## config.mk

```make
export PLATFORM = sky130hd
export DESIGN_NAME = mem_access_trace_buffer
export DESIGN_NICKNAME = d
export VERILOG_FILES = /design/src/rtl/mem_access_trace_buffer.sv
export SDC_FILE = /design/constraint.sdc
export NUM_CORES = 1
export LEC_CHECK = 0
export CAP_MARGIN = 0
export CELL_PAD_IN_SITES_DETAIL_PLACEMENT = 1
export CELL_PAD_IN_SITES_GLOBAL_PLACEMENT = 1
export CORE_UTILIZATION = 40
export DETAILED_ROUTE_END_ITERATION = 8
export MAX_ROUTING_LAYER = met4
export PLACE_DENSITY = 0.61
export SYNTH_ARGS = -nofsm -noshare
export SYNTH_HDL_FRONTEND = slang
export SYNTH_SLANG_ARGS = --single-unit
```

## constraint.sdc

```tcl
create_clock -name clk_i -period 9.3 [get_ports clk_i]
set_input_delay 2.79 -clock clk_i [delete_from_list [all_inputs] [get_ports clk_i]]
set_output_delay 2.79 -clock clk_i [all_outputs]
set_load 0.01 [all_outputs]
```

## src/rtl/mem_access_trace_buffer.sv

```systemverilog
// Multi-channel memory-access trace recorder: per-channel hold registers, round-robin
// arbitration into a timestamped circular buffer drained through a valid/ready port.
module mem_access_trace_buffer #(
    parameter int unsigned NUM_CH = 2,
    parameter int unsigned ADDR_W = 32,
    parameter int unsigned DEPTH  = 16,
    parameter int unsigned TS_W   = 16,
    parameter int unsigned CNT_W  = 16,
    localparam int unsigned CH_W  = (NUM_CH > 1) ? $clog2(NUM_CH) : 1,
    localparam int unsigned PTR_W = $clog2(DEPTH),
    localparam int unsigned OCC_W = PTR_W + 1
) (
    input  logic                     clk_i,
    input  logic                     rst_i,
    input  logic                     en_i,
    input  logic                     mode_wrap_i,
    input  logic                     clear_i,
    input  logic [NUM_CH-1:0]        ch_valid_i,
    input  logic [NUM_CH*ADDR_W-1:0] ch_addr_i,
    output logic                     rd_valid_o,
    input  logic                     rd_ready_i,
    output logic [CH_W-1:0]          rd_ch_o,
    output logic [ADDR_W-1:0]        rd_addr_o,
    output logic [TS_W-1:0]          rd_time_o,
    output logic [OCC_W-1:0]         count_o,
    output logic                     overflow_o,
    output logic [CNT_W-1:0]         drop_cnt_o
);

    logic [TS_W-1:0]   ts_q;
    logic [NUM_CH-1:0] pend_q, pend_d;
    logic [ADDR_W-1:0] haddr_q [NUM_CH];
    logic [TS_W-1:0]   hts_q   [NUM_CH];
    logic [CH_W-1:0]   rr_q;

    logic [CH_W-1:0]   mem_ch   [DEPTH];
    logic [ADDR_W-1:0] mem_addr [DEPTH];
    logic [TS_W-1:0]   mem_ts   [DEPTH];
    logic [PTR_W-1:0]  wr_ptr_q, rd_ptr_q;
    logic [OCC_W-1:0]  count_q;
    logic              overflow_q;
    logic [CNT_W-1:0]  drop_q, drop_d;

    logic              full, pop, push, overwrite, gnt_valid;
    logic [CH_W-1:0]   gnt_idx, cand;
    logic [NUM_CH-1:0] gnt_vec, accept, drop;
    logic [CNT_W+3:0]  drop_sum;

    assign full      = (count_q == OCC_W'(DEPTH));
    assign pop       = (count_q != '0) && rd_ready_i;
    assign push      = gnt_valid;
    assign overwrite = push && full && !pop;

    // Round-robin search starts one past the last granted channel.
    always_comb begin
        gnt_valid = 1'b0;
        gnt_idx   = '0;
        cand      = '0;
        for (int unsigned i = 1; i <= NUM_CH; i++) begin
            cand = CH_W'((32'(rr_q) + i) % NUM_CH);
            if (!gnt_valid && pend_q[cand]) begin
                gnt_valid = 1'b1;
                gnt_idx   = cand;
            end
        end
        gnt_valid = gnt_valid && (!full || mode_wrap_i || pop);
        gnt_vec   = '0;
        if (gnt_valid) begin
            gnt_vec[gnt_idx] = 1'b1;
        end
    end

    // A hold being drained this cycle can take a new event at the same edge.
    always_comb begin
        accept   = {NUM_CH{en_i}} & ch_valid_i & (~pend_q | gnt_vec);
        drop     = {NUM_CH{en_i}} & ch_valid_i & ~accept;
        pend_d   = accept | (pend_q & ~gnt_vec);
        drop_sum = (CNT_W+4)'(drop_q) + (CNT_W+4)'($countones(drop));
        if (drop_sum > {4'b0000, {CNT_W{1'b1}}}) begin
            drop_d = '1;
        end else begin
            drop_d = drop_sum[CNT_W-1:0];
        end
    end

    always_ff @(posedge clk_i) begin
        if (rst_i) begin
            ts_q       <= '0;
            pend_q     <= '0;
            rr_q       <= CH_W'(NUM_CH - 1);
            wr_ptr_q   <= '0;
            rd_ptr_q   <= '0;
            count_q    <= '0;
            overflow_q <= 1'b0;
            drop_q     <= '0;
        end else begin
            ts_q <= ts_q + TS_W'(1);
            if (clear_i) begin
                pend_q     <= '0;
                rr_q       <= CH_W'(NUM_CH - 1);
                wr_ptr_q   <= '0;
                rd_ptr_q   <= '0;
                count_q    <= '0;
                overflow_q <= 1'b0;
                drop_q     <= '0;
            end else begin
                pend_q <= pend_d;
                drop_q <= drop_d;
                if (push) begin
                    rr_q     <= gnt_idx;
                    wr_ptr_q <= wr_ptr_q + PTR_W'(1);
                end
                // Overwrite in wrap mode evicts the oldest entry.
                if (pop || overwrite) begin
                    rd_ptr_q <= rd_ptr_q + PTR_W'(1);
                end
                if (push && !pop && !full) begin
                    count_q <= count_q + OCC_W'(1);
                end else if (pop && !push) begin
                    count_q <= count_q - OCC_W'(1);
                end
                if (overwrite || (drop != '0)) begin
                    overflow_q <= 1'b1;
                end
            end
        end
    end

    always_ff @(posedge clk_i) begin
        for (int k = 0; k < NUM_CH; k++) begin
            if (accept[k]) begin
                haddr_q[k] <= ch_addr_i[k*ADDR_W +: ADDR_W];
                hts_q[k]   <= ts_q;
            end
        end
        if (push && !rst_i && !clear_i) begin
            mem_ch[wr_ptr_q]   <= gnt_idx;
            mem_addr[wr_ptr_q] <= haddr_q[gnt_idx];
            mem_ts[wr_ptr_q]   <= hts_q[gnt_idx];
        end
    end

    assign rd_valid_o = (count_q != '0);
    assign rd_ch_o    = mem_ch[rd_ptr_q];
    assign rd_addr_o  = mem_addr[rd_ptr_q];
    assign rd_time_o  = mem_ts[rd_ptr_q];
    assign count_o    = count_q;
    assign overflow_o = overflow_q;
    assign drop_cnt_o = drop_q;

endmodule

```

==> results.tsv, run 1 <==
stage	metric	value	unit
sta	fin. max-slew vios	0	
min_path	hold path start	ts_q[15]$_SDFF_PP0_	
detailed_routing	Total Routed Length	77330	um
sta	clock skew	0.02061	ns
critical_path	Worst Setup End Kind	primary output	
grt	antenna violations before repair	0	
synthesis	EDFF count, synth	880	
clock_tree	CTS tree	yes	
floorplanning	I/O Pins	144	
synthesis	commonest cells in the netlist	880 x edfxtp_1, 239 x mux4_2, 53 x dfxtp_1, 48 x mux2_2, 36 x nor2_1	
clock_tree	Post-CTS Resized	0	
final_layout	share of post-route cells with drive strength above 1	27.05	%
placement	Port-buffer cells	143	
detailed_routing	Via Count	16090	
synthesis	Synth top area share	74.38	%
synthesis	async set-reset flop share out of synthesis	0	%
pwr	Pwr Density	211.5	nW/um2
floorplanning	Die H	300.0	um
clock_tree	total CTS buffers	98	
synthesis	top cells by area, synth	edfxtp_1 74%, mux4_2 15%, dfxtp_1 3.0%	
critical_path	Reg2Reg Capture Point	drop_cnt_o[4]$_SDFF_PP0_	
clock_tree	CTS Hold Bufs	0	
placement	detailed placement HPWL	43200	um
grt	total global-route track usage	18.13	%
final_layout	filler instances	7762	
critical_path	Worst EP arrival	3.70	ns
synthesis	cell count after synthesis	1546	
min_path	Hold Path Class	reg -> reg	
synthesis	Most used DFF post-synth	edfxtp_1	
final_layout	area occupied by multi-input gates	7709	um2
sta	maximum clock rate	0.1540	GHz
grt	first-pass GRT wire length	115800	um
run_status	status	complete, no violations	
clock_tree	Worst-Skew Late Latency	0.65	ns
synthesis	Mean Syn Cell Area	22.98	um2
sta	Final Hold Fails	0	
synthesis	cell area after synthesis	35530	um2
final_layout	Post-layout nets	1827	
grt	GRT overflow	0	
pwr	Tot Pwr	0.008783	W
min_path	Cells on Worst Hold Path	0	
detailed_routing	ANT nets after route	0	
sta	Relative slew margins	29.41	%
synthesis	syn nets	1630	
floorplanning	Starting Density	40.63	%
synthesis	most instantiated library cell after synthesis	edfxtp_1	
critical_path	Worst setup SP type	flip-flop	
detailed_routing	via-per-instance ratio	5.399	
sta	fin crit share	69.81	%
sta	unrepaired setup endpoints after global routing	no	
synthesis	Yosys warnings	0	
placement	GPL Wtd Cong	0.7261	
floorplanning	Core Area	87430	um2
final_layout	# diodes	0	
critical_path	Worst R2R Setup Slack	4.92	ns
sta	min cycle time layout	6.492	ns
clock_tree	clock root buffer	clkbuf_16	
critical_path	FF-to-FF path depth	10	
critical_path	CP max FO	50	
sta	Tightest Pin Transition	1.056	ns
synthesis	Yosys cell types	54	
floorplanning	Total Die Area	90010	um2
run	max cap viols	0	
grt	largest net degree at the start of global routing	120	
grt	vias in the first global route	17670	
pwr	Leakage	12.61	nW
floorplanning	# rows	108	
sta	Sum Neg Setup Slack	0	ns
critical_path	Crit path required time	6.51	ns
detailed_routing	Remaining DRCs	0	
clock_tree	setup bufs post-CTS	0	
detailed_routing	initial detailed-routing violation count	1137	
sta	Final setup viols	0	
synthesis	cell accounting for the most synthesized area	edfxtp_1	
pwr	VDD IR-drop max	0.0001354	V
final_layout	area occupied by registers	27500	um2
clock_tree	H-tree lvl count	3	
floorplanning	Die W	300.0	um
critical_path	start of the worst register-to-register path	pend_q[1]$_SDFF_PP0_	
final_layout	final core area utilization	47.51	%
detailed_routing	wire length per cell	25.94	um
detailed_routing	Pre-antenna DRT Iters	4	
synthesis	FF+latch count, synth	933	
critical_path	critical path class	reg -> out	
min_path	Hold Path Sink	hts_q[1][15]$_DFFE_PP_	
final_layout	P&R area growth vs syn	16.91	%
synthesis	register area share after synthesis	77.37	%
clock_tree	Reg clk slew, reported paths	0.06	ns
clock_tree	maximum root-to-sink buffer count	3	
clock_tree	Clock Sinks	933	
## how the worst max path moves through the flow
stage                               endpoint       start  cells past startpoint
global route                   rd_addr_o[22]   flip-flop                      4
floorplan           mem_addr[1][0]$_DFFE_PP_  rd_ready_i                      5
global placement      mem_ts[6][7]$_DFFE_PP_       rst_i                      5
finish                         rd_addr_o[22]   flip-flop                      4
CTS                            rd_addr_o[22]   flip-flop                      4
detailed placement  drop_cnt_o[5]$_SDFF_PP0_  rd_ready_i                     11
## final cells by class
cell class                      instances  share of cell area [%]
Clock buffer                          119                   6.317
Inverter                               13                  0.1175
Sequential cell                       933                   66.21
Clock inverter                         64                   1.362
Multi-Input combinational cell        529                   18.56
Tap cell                             1155                   3.479
Timing Repair Buffer                  168                   3.958
## state kept, by name, summed over array words and instances, names as in the netlist, 4 cells and up, named ones only
register    flops
mem_addr      512
mem_ts        256
haddr_q        64
hts_q          32
drop_cnt_o     16
mem_ch         16
ts_q           16
count_o         5
rd_ptr_q        4
wr_ptr_q        4
## critical path: stages, from the launching register on
cell	delay (ns)
dfxtp_4	0.46
buf_4	0.80
mux4_1	0.70
mux4_2	0.52
clkdlybuf4s50_1	0.50
## power breakdown
| group | internal [W] | total, W | switching [W] | leakage (nW) |
|---|---|---|---|---|
| combinational | 0.000146 | 0.000315 | 0.000169 | 2.65 |
| sequential | 0.00462 | 0.00463 | 0.0000144 | 8.40 |
| clock | 0.00223 | 0.00383 | 0.00160 | 1.55 |
| total | 0.00700 | 0.00878 | 0.00179 | 12.6 |
## metal layers
layer | part of all wire, % | GRT usage [%]
met4 | 1.9 | 5.053
met1 | 43 | 23.63
met5 | 0 | -
met3 | 4.0 | 2.804
met2 | 51 | 29.67
## placed cells by master (no fill, tap or decap), types with 13 or more instances in the layout
cell type	n
clkinv_2	22
nor3_1	13
a21oi_1	28
clkbuf_16	100
xnor2_1	19
mux4_2	239
clkdlybuf4s50_1	143
dfxtp_1	49
edfxtp_1	880
nor2_1	24
mux2_2	48
clkbuf_1	14
clkinv_1	19
nand3_1	20
nand2_1	18
buf_4	23
## stage by stage
| stage | hold WS (ns) | instance area, um2 | worst slack, ns | cells |
|---|---|---|---|---|
| after floorplan | 0.4465 | 35530 | 1.738 | 1546 |
| after global placement | 0.4557 | 38350 | 2.632 | 2798 |
| after detailed placement | 0.4799 | 38350 | 2.447 | 2798 |
| after CTS | 0.4958 | 41530 | 2.661 | 2981 |
| after global routing | 0.5131 | 41530 | 2.572 | 2981 |
| final | 0.4874 | 41530 | 2.808 | 2981 |
## kinds of logic after synthesis
kind of cell	share of synthesized area [%]
adder cells (fa/ha/maj)	0.4649
multiplexers	17.14
AND/OR/NAND/NOR	1.955
AO/OA/AOI/OAI	1.145
buffers and inverters	1.307
XOR/XNOR	0.6163
flip-flops	77.37
Note: power is estimated with default switching activity, not from simulation.
==> inputs of run 2 (changes only) <==
clock period = 6.8 ns   (was 9.3 ns; I/O delays follow)
==> results.tsv, run 2 (synthesized netlist as in run 1, its figures left out) <==
stage	metric	value	unit
grt	vias in the first global route	18140	
floorplanning	# rows	108	
run_status	status	complete, no violations	
detailed_routing	ANT nets after route	0	
floorplanning	Core Area	87430	um2
critical_path	max incr delay on CP	0.79	ns
sta	Sum Neg Setup Slack	0	ns
clock_tree	maximum root-to-sink buffer count	3	
detailed_routing	wire length per cell	26.67	um
critical_path	Worst Setup End Kind	primary output	
clock_tree	Clock Sinks	933	
placement	Port-buffer cells	143	
critical_path	critical path class	reg -> out	
floorplanning	Starting Density	40.63	%
sta	fin. max-slew vios	0	
final_layout	max reg flops	512	
detailed_routing	Total Routed Length	79830	um
grt	largest net degree at the start of global routing	66	
final_layout	Post-layout nets	1846	
grt	first-pass GRT wire length	118000	um
sta	Relative slew margins	24.45	%
final_layout	Biggest register	mem_addr	
final_layout	final non-filler cell total	2993	
clock_tree	total CTS buffers	98	
critical_path	Crit path top cell by count	mux4_2	
sta	unrepaired setup endpoints after global routing	no	
sta	clock skew	0.02046	ns
final_layout	# diodes	0	
placement	detailed placement HPWL	42960	um
min_path	Hold Path Class	reg -> reg	
floorplanning	Die W	300.0	um
pwr	Leakage	12.69	nW
run	max cap viols	0	
critical_path	WP buf/inv	2	
final_layout	final core area utilization	47.83	%
critical_path	Worst setup SP type	flip-flop	
detailed_routing	Remaining DRCs	0	
grt	GRT overflow	0	
critical_path	Worst EP arrival	3.75	ns
detailed_routing	Via Count	16380	
placement	Placed Instances	2817	
floorplanning	Total Die Area	90010	um2
sta	Final Hold Fails	0	
pwr	Pwr Density	287.2	nW/um2
clock_tree	H-tree lvl count	3	
final_layout	P&R area growth vs syn	17.72	%
critical_path	start of the worst register-to-register path	pend_q[1]$_SDFF_PP0_	
detailed_routing	via-per-instance ratio	5.471	
clock_tree	clock root buffer	clkbuf_16	
clock_tree	Reg clk slew, reported paths	0.05	ns
sta	min cycle time layout	5.790	ns
critical_path	slowest CP cell	dfxtp_4	
critical_path	worst-path cell chain	buf_4 -> mux4_2 -> mux4_2 -> clkdlybuf4s50_1	
sta	post-route setup slack	1.010	ns
final_layout	most frequent cells in the layout	880 x edfxtp_1, 239 x mux4_2, 143 x clkdlybuf4s50_1, 101 x clkbuf_16, 49 x dfxtp_1	
clock_tree	CTS tree	yes	
sta	Final setup viols	0	
detailed_routing	Pre-antenna DRT Iters	5	
sta	fin crit share	85.15	%
clock_tree	Worst-Skew Late Latency	0.64	ns
floorplanning	I/O Pins	144	
clock_tree	setup bufs post-CTS	0	
placement	GPL Wtd Cong	0.7571	
critical_path	CP max FO	32	
detailed_routing	initial detailed-routing violation count	1227	
clock_tree	Post-CTS Resized	0	
pwr	VDD IR-drop max	0.0001832	V
grt	antenna violations before repair	1	
critical_path	Crit path required time	4.76	ns
clock_tree	CTS Hold Bufs	0	
final_layout	share of post-route cells with drive strength above 1	26.99	%
sta	Tightest Pin Transition	1.133	ns
min_path	hold path start	ts_q[15]$_SDFF_PP0_	
critical_path	CP top delay family	buffers and inverters	
floorplanning	Die H	300.0	um
final_layout	top flop regs	mem_addr (512), mem_ts (256), haddr_q (64)	
critical_path	Worst R2R Setup Slack	2.48	ns
sta	maximum clock rate	0.1727	GHz
final_layout	leading cell type in the layout, fill and taps excluded	edfxtp_1	
placement	DP Worst Slack	0.7715	ns
grt	total global-route track usage	18.58	%
## run 2: path summary, 6_finish.rpt
path,to,depth (start not counted)
hold reg to reg,hts_q[1][15]$_DFFE_PP_,0
hold / removal,hts_q[1][15]$_DFFE_PP_,0
setup reg to reg,drop_cnt_o[13]$_SDFF_PP0_,10
setup / recovery,rd_addr_o[17],4
## run 2: per-layer routing
metal | wire length, um | share of wire, % | track usage (%) | vias to the layer above
met3 | 3518 | 4.4 | 2.833 | 108
li1 | - | - | - | 6974
met1 | 34580 | 43 | 24.63 | 8922
met4 | 1549 | 1.9 | 4.361 | 0
met2 | 40190 | 50 | 30.35 | 371
met5 | 0 | 0 | - | -
## run 2: layout make-up
cell class                 instances  area, um2
clock buffer                     127       2635
clock inverter                    49      498.0
fill                            7768      45610
inverter                          13      48.80
multi-input combinational        529       7734
sequential                       933      27500
tap                             1155       1445
timing repair buffer             187       1962
## run 2: stage by stage
| stage | hold WS (ns) | total power, W | cell area [um2] |
|---|---|---|---|
| after detailed placement | 0.4611 | 0.006906 | 38690 |
| after global routing | 0.4995 | 0.01236 | 41820 |
| after global placement | 0.4624 | 0.006887 | 38690 |
| final | 0.4749 | 0.01201 | 41820 |
| after floorplan | 0.4465 | 0.006728 | 35550 |
| after CTS | 0.4754 | 0.01214 | 41820 |
## run 2: report_power, final
part | total [W] | switching, W | internal (W) | leakage (nW)
clock network | 0.00524 | 0.00214 | 0.00310 | 1.52
logic | 0.000431 | 0.000225 | 0.000206 | 2.77
registers | 0.00634 | 0.0000253 | 0.00632 | 8.40
total | 0.0120 | 0.00239 | 0.00962 | 12.7
==> inputs of run 3 (changes only) <==
ABC_AREA = 1   (was default)
PLACE_DENSITY = 0.65   (was 0.61)
SLEW_MARGIN = 20   (was default)
==> results.tsv, run 3 <==
stage	metric	value	unit
final_layout	Biggest register	mem_addr	
final_layout	P&R area growth vs syn	15.92	%
sta	maximum clock rate	0.1826	GHz
final_layout	final non-filler cell total	4531	
critical_path	Crit path required time	4.76	ns
sta	Tightest Pin Transition	0.9560	ns
grt	first-pass GRT wire length	150100	um
synthesis	Mean Syn Cell Area	12.38	um2
floorplanning	Starting Density	40.57	%
clock_tree	Reg clk slew, reported paths	0.06	ns
placement	GPL Wtd Cong	0.8066	
sta	Final setup viols	0	
min_path	hold path start	ts_q[9]$_SDFF_PP0_	
floorplanning	Total Die Area	96170	um2
synthesis	FF+latch count, synth	933	
pwr	Pwr Density	283.0	nW/um2
clock_tree	setup bufs post-CTS	0	
grt	total global-route track usage	21.34	%
detailed_routing	Via Count	23960	
floorplanning	Core Area	93610	um2
sta	fin. max-slew vios	0	
grt	GRT overflow	0	
final_layout	max reg flops	512	
clock_tree	CTS tree	yes	
synthesis	EDFF count, synth	880	
critical_path	FF-to-FF path depth	15	
detailed_routing	initial detailed-routing violation count	1798	
synthesis	Yosys cell types	37	
sta	min cycle time layout	5.477	ns
min_path	Cells on Worst Hold Path	0	
critical_path	Worst Setup End Kind	primary output	
synthesis	top cells by area, synth	edfxtp_1 70%, nand2_1 4.4%, inv_1 4.3%	
detailed_routing	Pre-antenna DRT Iters	4	
synthesis	cell accounting for the most synthesized area	edfxtp_1	
final_layout	leading cell type in the layout, fill and taps excluded	edfxtp_1	
floorplanning	I/O Pins	144	
run	max cap viols	0	
critical_path	CP max FO	61	
synthesis	Yosys warnings	0	
synthesis	Most used DFF post-synth	edfxtp_1	
floorplanning	Die W	310.1	um
final_layout	most frequent cells in the layout	880 x edfxtp_1, 448 x nand2_1, 431 x inv_1, 321 x nand3_1, 231 x a21oi_1	
critical_path	Worst EP arrival	3.44	ns
clock_tree	Post-CTS Resized	0	
critical_path	Worst R2R Setup Slack	2.90	ns
placement	DP Worst Slack	1.198	ns
clock_tree	clock root buffer	clkbuf_16	
grt	largest net degree at the start of global routing	112	
critical_path	critical path class	reg -> out	
synthesis	most instantiated library cell after synthesis	edfxtp_1	
sta	fin crit share	80.54	%
final_layout	share of post-route cells with drive strength above 1	7.969	%
placement	Port-buffer cells	143	
sta	Hold Slack	0.4561	ns
synthesis	register area share after synthesis	72.38	%
clock_tree	H-tree lvl count	3	
min_path	Hold Path Class	reg -> reg	
grt	vias in the first global route	25150	
synthesis	async set-reset flop share out of synthesis	0	%
run_status	status	complete, no violations	
floorplanning	# rows	112	
critical_path	Reg2Reg Capture Point	drop_cnt_o[6]$_SDFF_PP0_	
pwr	Leakage	15.26	nW
placement	detailed placement HPWL	58670	um
sta	unrepaired setup endpoints after global routing	no	
synthesis	Synth top area share	69.59	%
sta	Sum Neg Setup Slack	0	ns
sta	Relative slew margins	36.27	%
sta	Final Hold Fails	0	
critical_path	Worst setup SP type	flip-flop	
detailed_routing	ANT nets after route	0	
detailed_routing	via-per-instance ratio	5.288	
clock_tree	CTS Hold Bufs	0	
final_layout	top flop regs	mem_addr (512), mem_ts (256), haddr_q (64)	
clock_tree	maximum root-to-sink buffer count	3	
critical_path	start of the worst register-to-register path	pend_q[1]$_SDFF_PP0_	
clock_tree	Clock Sinks	933	
synthesis	cell area after synthesis	37970	um2
min_path	Hold Path Sink	hts_q[0][9]$_DFFE_PP_	
synthesis	cell count after synthesis	3067	
grt	antenna violations before repair	0	
detailed_routing	Total Routed Length	99130	um
clock_tree	total CTS buffers	100	
placement	Placed Instances	4339	
sta	post-route setup slack	1.323	ns
pwr	VDD IR-drop max	0.0001960	V
floorplanning	Die H	310.1	um
detailed_routing	wire length per cell	21.88	um
sta	clock skew	0.03692	ns
detailed_routing	Remaining DRCs	0	
synthesis	commonest cells in the netlist	880 x edfxtp_1, 448 x nand2_1, 432 x inv_1, 321 x nand3_1, 233 x a21oi_1	
synthesis	syn nets	3151	
clock_tree	Worst-Skew Late Latency	0.68	ns
final_layout	Post-layout nets	3273	
[run 3: cell families (layout without fill, tap and decap cells)]
group / Yosys count / count (layout) / synth area share (%)
buffers and inverters: 614 / 822 / 7.242
and+or+nand+nor: 846 / 846 / 9.707
DFF: 933 / 933 / 72.38
adders and majority gates: 12 / 12 / 0.4349
xor gates and xnor gates: 14 / 14 / 0.3229
other: 0 / 2 / 0
AOI/OAI and AO/OA: 648 / 648 / 9.911
[run 3: layout make-up]
cell class | count | area, um2
fill | 9683 | 49590
inverter | 437 | 1642
antenna | 2 | 5.005
clock inverter | 65 | 664.4
clock buffer | 123 | 2660
multi-input combinational | 1520 | 7888
timing repair buffer | 197 | 2093
tap | 1254 | 1569
sequential | 933 | 27500
[run 3: worst max path at each step]
stage          cells after the start                        end  slack (ns)      start
2_1_floorplan                      5   mem_addr[0][0]$_DFFE_PP_        1.58      rst_i
3_3_place_gp                       7  mem_addr[8][20]$_DFFE_PP_        1.34      rst_i
3_5_place_dp                       7  mem_addr[8][20]$_DFFE_PP_        1.20      rst_i
4_1_cts                            7              rd_addr_o[13]        1.21  flip-flop
5_1_grt                            7              rd_addr_o[13]        1.11  flip-flop
6_report                           7              rd_addr_o[13]        1.32  flip-flop
[run 3: critical path, cell delays in order (launching register included)]
cell	delay [ns]
dfxtp_4	0.86
buf_4	0.37
buf_4	0.34
o211ai_1	0.16
nand3_1	0.12
nand3_1	0.17
nand2_1	0.16
clkdlybuf4s50_1	0.54
[run 3: stage by stage]
step / instance area [um2] / total power (W) / util, %
6_report: 44020 / 0.01246 / 47.02
5_1_grt: 44010 / 0.01283 / 47.02
3_5_place_dp: 40630 / 0.007103 / 43.41
2_1_floorplan: 37970 / 0.006857 / -
4_1_cts: 43960 / 0.01258 / 46.96
3_3_place_gp: 40630 / 0.007075 / 43.41
[run 3: where the power goes]
part / internal [W] / total [W] / switching, W
combinational: 0.000210 / 0.000624 / 0.000414
sequential: 0.00633 / 0.00635 / 0.0000277
clock: 0.00315 / 0.00548 / 0.00233
total: 0.00969 / 0.0125 / 0.00277
[run 3: layer usage]
layer	vias to the layer above	track usage, %	share of wire (%)
met2	472	34.68	49
met5	-	-	0
li1	11060	-	-
met1	12280	27.64	44
met3	147	3.617	5.2
met4	0	5.854	1.8
